[src/rtl/telemetry_sampler.sv]
// Holds live telemetry channels stable for whole multi-frame windows, sampling or peak-holding each channel.
// Commit-cycle raw value visible one cycle later; no backpressure, freeze defers publication to the next unfrozen commit.
module telemetry_sampler #(
   parameter int                     NUM_SIGNALS   = 7,
   parameter int                     VALUE_WIDTH   = 9,
   parameter int                     UPDATE_FRAMES = 15,
   parameter logic [NUM_SIGNALS-1:0] PEAK_MASK     = '0,
   localparam int                    CW            = (UPDATE_FRAMES > 1) ? $clog2(UPDATE_FRAMES) : 1
) (
   input  logic                   clk,
   input  logic                   reset,
   input  logic                   frame_start,
   input  logic                   freeze,
   input  logic [VALUE_WIDTH-1:0] raw_values       [NUM_SIGNALS],
   output logic [VALUE_WIDTH-1:0] telemetry_values [NUM_SIGNALS],
   output logic                   update_pulse,
   output logic [CW-1:0]          window_pos
);

   localparam logic [CW-1:0] LAST_FRAME = CW'(UPDATE_FRAMES - 1);

   logic [CW-1:0]          frame_cnt_q, frame_cnt_d;
   logic [VALUE_WIDTH-1:0] peak_acc_q [NUM_SIGNALS];
   logic [VALUE_WIDTH-1:0] peak_acc_d [NUM_SIGNALS];
   logic [VALUE_WIDTH-1:0] tel_q      [NUM_SIGNALS];
   logic [VALUE_WIDTH-1:0] tel_d      [NUM_SIGNALS];
   logic [VALUE_WIDTH-1:0] running    [NUM_SIGNALS];
   logic                   pulse_q, pulse_d;
   logic                   commit;
   logic                   publish;

   always_comb begin
      commit      = frame_start && (frame_cnt_q == LAST_FRAME);
      publish     = commit && !freeze;
      pulse_d     = publish;
      frame_cnt_d = frame_cnt_q;
      if (frame_start) begin
         frame_cnt_d = commit ? '0 : frame_cnt_q + CW'(1);
      end
      for (int i = 0; i < NUM_SIGNALS; i++) begin
         running[i]    = (raw_values[i] > peak_acc_q[i]) ? raw_values[i] : peak_acc_q[i];
         peak_acc_d[i] = '0;
         tel_d[i]      = tel_q[i];
         if (PEAK_MASK[i]) begin
            // A frozen commit keeps accumulating so the window stretches to the next published one.
            if (publish) begin
               tel_d[i] = running[i];
            end else begin
               peak_acc_d[i] = running[i];
            end
         end else if (publish) begin
            tel_d[i] = raw_values[i];
         end
      end
   end

   always_ff @(posedge clk or negedge reset) begin
      if (!reset) begin
         frame_cnt_q <= '0;
         pulse_q     <= 1'b0;
         for (int i = 0; i < NUM_SIGNALS; i++) begin
            peak_acc_q[i] <= '0;
            tel_q[i]      <= '0;
         end
      end else begin
         frame_cnt_q <= frame_cnt_d;
         pulse_q     <= pulse_d;
         for (int i = 0; i < NUM_SIGNALS; i++) begin
            peak_acc_q[i] <= peak_acc_d[i];
            tel_q[i]      <= tel_d[i];
         end
      end
   end

   assign telemetry_values = tel_q;
   assign update_pulse     = pulse_q;
   assign window_pos       = frame_cnt_q;

endmodule

[config.mk]
export PLATFORM = sky130hd
export DESIGN_NAME = telemetry_sampler
export DESIGN_NICKNAME = d
export VERILOG_FILES = /design/src/rtl/telemetry_sampler.sv
export SDC_FILE = /design/constraint.sdc
export NUM_CORES = 1
export LEC_CHECK = 0
export CAP_MARGIN = 40
export CORE_AREA = 5 5 88 90
export CTS_CLUSTER_SIZE = 10
export DETAILED_ROUTE_END_ITERATION = 8
export DIE_AREA = 0 0 93 95
export MAX_ROUTING_LAYER = met4
export PLACE_DENSITY = 0.79
export RECOVER_POWER = 100
export REMOVE_ABC_BUFFERS = 1
export SLEW_MARGIN = 20
export SYNTH_ARGS = -nofsm -noshare
export SYNTH_HDL_FRONTEND = slang
export SYNTH_SLANG_ARGS = --single-unit
[constraint.sdc]
create_clock -name clk -period 2.2 [get_ports clk]
set_clock_uncertainty 0.1 [all_clocks]
set_input_delay 0.55 -clock clk [delete_from_list [all_inputs] [get_ports clk]]
set_output_delay 0.55 -clock clk [all_outputs]
set_load 0.03 [all_outputs]
==> summary.md <==
| Metric | Value |
|---|---|
| Syn. warnings | 0 |
| Via density | 4.708 |
| Port bufs | 134 |
| Drt total wl | 6.114 mm |
| Slew @ Worst Pin | 1.475 ns |
| Ant diodes | 0 |
| Max-Cap Viols | 0 |
| Final Instance Area | 4263 um^2 |
| # rows | 31 |
| Drt initial violations | 26 |
| Psw | 2.146 mW |
| Crit path DAT | 1.48 ns |
| Core Util, Final | 0.6106 |
| DP Area | 4081 um^2 |
| Hold_buf cts | 0 |
| Die ar. | 8835 um^2 |
| Status | finished, final reports clean |
| Initial Util | 0.3785 |
| Clock share of power | 0.205 |
| Share of layout cells above drive strength 1 | 0.2492 |
| Synth Area per Inst | 16.83 um^2 |
| Core Area | 6982 um^2 |
| Buf/Inv on CP | 1 |
| First-pass GRT wire length | 10.05 mm |
| Synth Flop Type | dfrtp_1 |
| Area of the mapped netlist | 2643 um^2 |
| Routability Congestion | 0.6794 |
| Die width | 93 um |
| Sink Count | 68 |
| Peak Freq | 0.4699 GHz |
| Largest cells by area after synthesis | dfrtp_1, mux2_2, mux2_4 |
| Filler cells | 582 |
| Cell family with most CP delay | buffers and inverters |
| Final setup vio count | 0 |
| CP cell instances | clkdlybuf4s50_1 |
| Seq/Total Area, Yosys | 0.6439 |
| Worst VDD drop | 0.0006481 V |
| Final Cycle Share | 0.9673 |
| Vias | 1822 |
| Drt first pass iters | 4 |
| GRT Total Usage | 0.1498 |
| Remaining global-route overflow | 0 |
| Commonest cells in the netlist | dfrtp_1, mux2_2, mux2_4 |
| Worst EP required | 1.55 ns |
| Cell taking the most area after synthesis | dfrtp_1 |
| H-tree levels | 3 |
| Hold Path Origin | telemetry_values[54] |
| Switch share | 0.3744 |
| Pint | 3.585 mW |
| Hold WC Path Type | register to register |
| Setup TNS | 0 ns |
| Clock buffer depth | 2 |
| Fin Hold WS | 0.3799 ns |
| Post-Layout Cell Count | 387 |
| Antenna viol nets, final | 0 |
| Inserted Clock Buffers | 9 |
| Via count of the first global-routing pass | 1993 |
| Worst-path fanout max | 6 |
| RSZ-0062 raised after global routing | false |
| Worst Path Class, Setup | register to output port |
| P&R area growth vs syn | 61.32% |
| Clock root buffer | clkbuf_8 |
| Sequential share of power | 0.349 |
| Routed len/inst | 15.80 um |
| Worst-Skew Late Latency | 0.32 ns |
| Post-detail-place hpwl | 4.647 mm |
| Reg clk slew, reported paths | 0.06 ns |
| Combinational share of power | 0.446 |
| Initial antenna violation count | 0 |
| Post-synthesis instance total | 157 |
| DIE HEIGHT | 95 um |
| Asr flop ratio synth | 1.000 |
| Worst Setup Start Kind | register |
| Largest net degree at the start of global routing | 69 |
| Synth top area share | 0.6439 |
| Relative slew slack | 0.01674 |
| Final min period | 2.128 ns |
| CTS tree | done |
| Post-synth EDFFs | 0 |
| CP endpoint kind | output port |
| Reg-to-reg startpoint | window_pos[0] |
| Power per cell area | 1344 nW/um^2 |
| Register bit total from synthesis | 68 |
| Max incr delay on CP | 0.72 ns |
| Slowest CP cell | clkdlybuf4s50_1 |
| DRC Markers | 0 |
| Fin. Hold Viols | 0 |
| Lkg Pwr | 2.137 nW |
| Crit path launch | window_pos[1] |
| Count leader, synth | dfrtp_1 |
| Fin. max-slew vios | 0 |
| Netlist cell types | 15 |
| Dpl cells | 371 |
| Nets | 369 |
| I/O Pins | 135 |
-- placed cells by master (no fill, tap or decap), types with 3 or more instances in the layout --
cell type / instances
clkbuf_1: 3
clkdlybuf4s50_1: 67
dfrtp_1: 68
mux2_1: 8
clkbuf_8: 12
o21ai_0: 5
dlygate4sd3_1: 65
mux2_2: 53
-- metrics by stage --
stage	power, mW	worst slack (ns)
after detailed placement	4.877	-0.1223
after global placement	4.817	-0.07467
after CTS	6.075	0.03957
final	5.731	0.07198
after floorplan	3.554	-1.043
after global routing	6.038	0.02398
-- what timing repair did --
action                                  in CTS  in global routing
hold endpoints to repair                     0                  0
setup buffers                                0                  0
resized for setup                            0                  1
endpoints found under the setup margin       0                  1
-- logic make-up after synthesis --
family / count (synthesis) / synth area share
fa+ha+maj: 2 / 0.009468
mux: 63 / 0.2827
compound gates: 8 / 0.01657
buf+inv: 8 / 0.02841
simple gates: 8 / 0.01894
flops: 68 / 0.6439
-- cell type report --
| type | instances | area [um^2] | share of cell area |
|---|---|---|---|
| Inverter | 2 | 7.507 | 0.001761 |
| Clock buffer | 13 | 168.9 | 0.03962 |
| Sequential cell | 68 | 1702 | 0.3992 |
| Multi-Input combinational cell | 81 | 835.8 | 0.1961 |
| Timing Repair Buffer | 138 | 1379 | 0.3235 |
| Tap cell | 82 | 102.6 | 0.02407 |
| Clock inverter | 3 | 67.56 | 0.01585 |
-- routing by layer --
metal,vias up,track usage,part of all wire
met3,5,0.03347,0.050
li1,850,-,-
met1,903,0.1761,0.40
met4,0,0.04640,0.0090
met2,64,0.2573,0.54
met5,-,-,0
-- power by group through the flow --
| stage | logic, mW | clock network, mW | registers [mW] |
|---|---|---|---|
| 2_1_floorplan | 0.526 | 0 | 3.03 |
| 3_5_place_dp | 2.83 | 0 | 2.05 |
| 5_1_grt | 2.69 | 1.27 | 2.08 |
| 6_report | 2.56 | 1.18 | 2.00 |
| 4_1_cts | 2.83 | 1.21 | 2.03 |
| 3_3_place_gp | 2.79 | 0 | 2.03 |
-- flip-flops by register name (all words and copies together), names as in the netlist --
signal,flops
update_pulse,1
window_pos,4
telemetry_values,63
-- worst paths after layout --
check	cells after the start	slack [ns]	to
worst min register to register	1	0.38	telemetry_values[54]
worst min-delay path	1	0.38	telemetry_values[54]
worst max-delay path	1	0.07	window_pos[1]
min in group asynchronous	2	0.56	telemetry_values[61]
worst max register to register	6	0.21	telemetry_values[27]
max in group asynchronous	2	0.52	telemetry_values[26]
No activity file was read; power rests on OpenSTA's default activity.
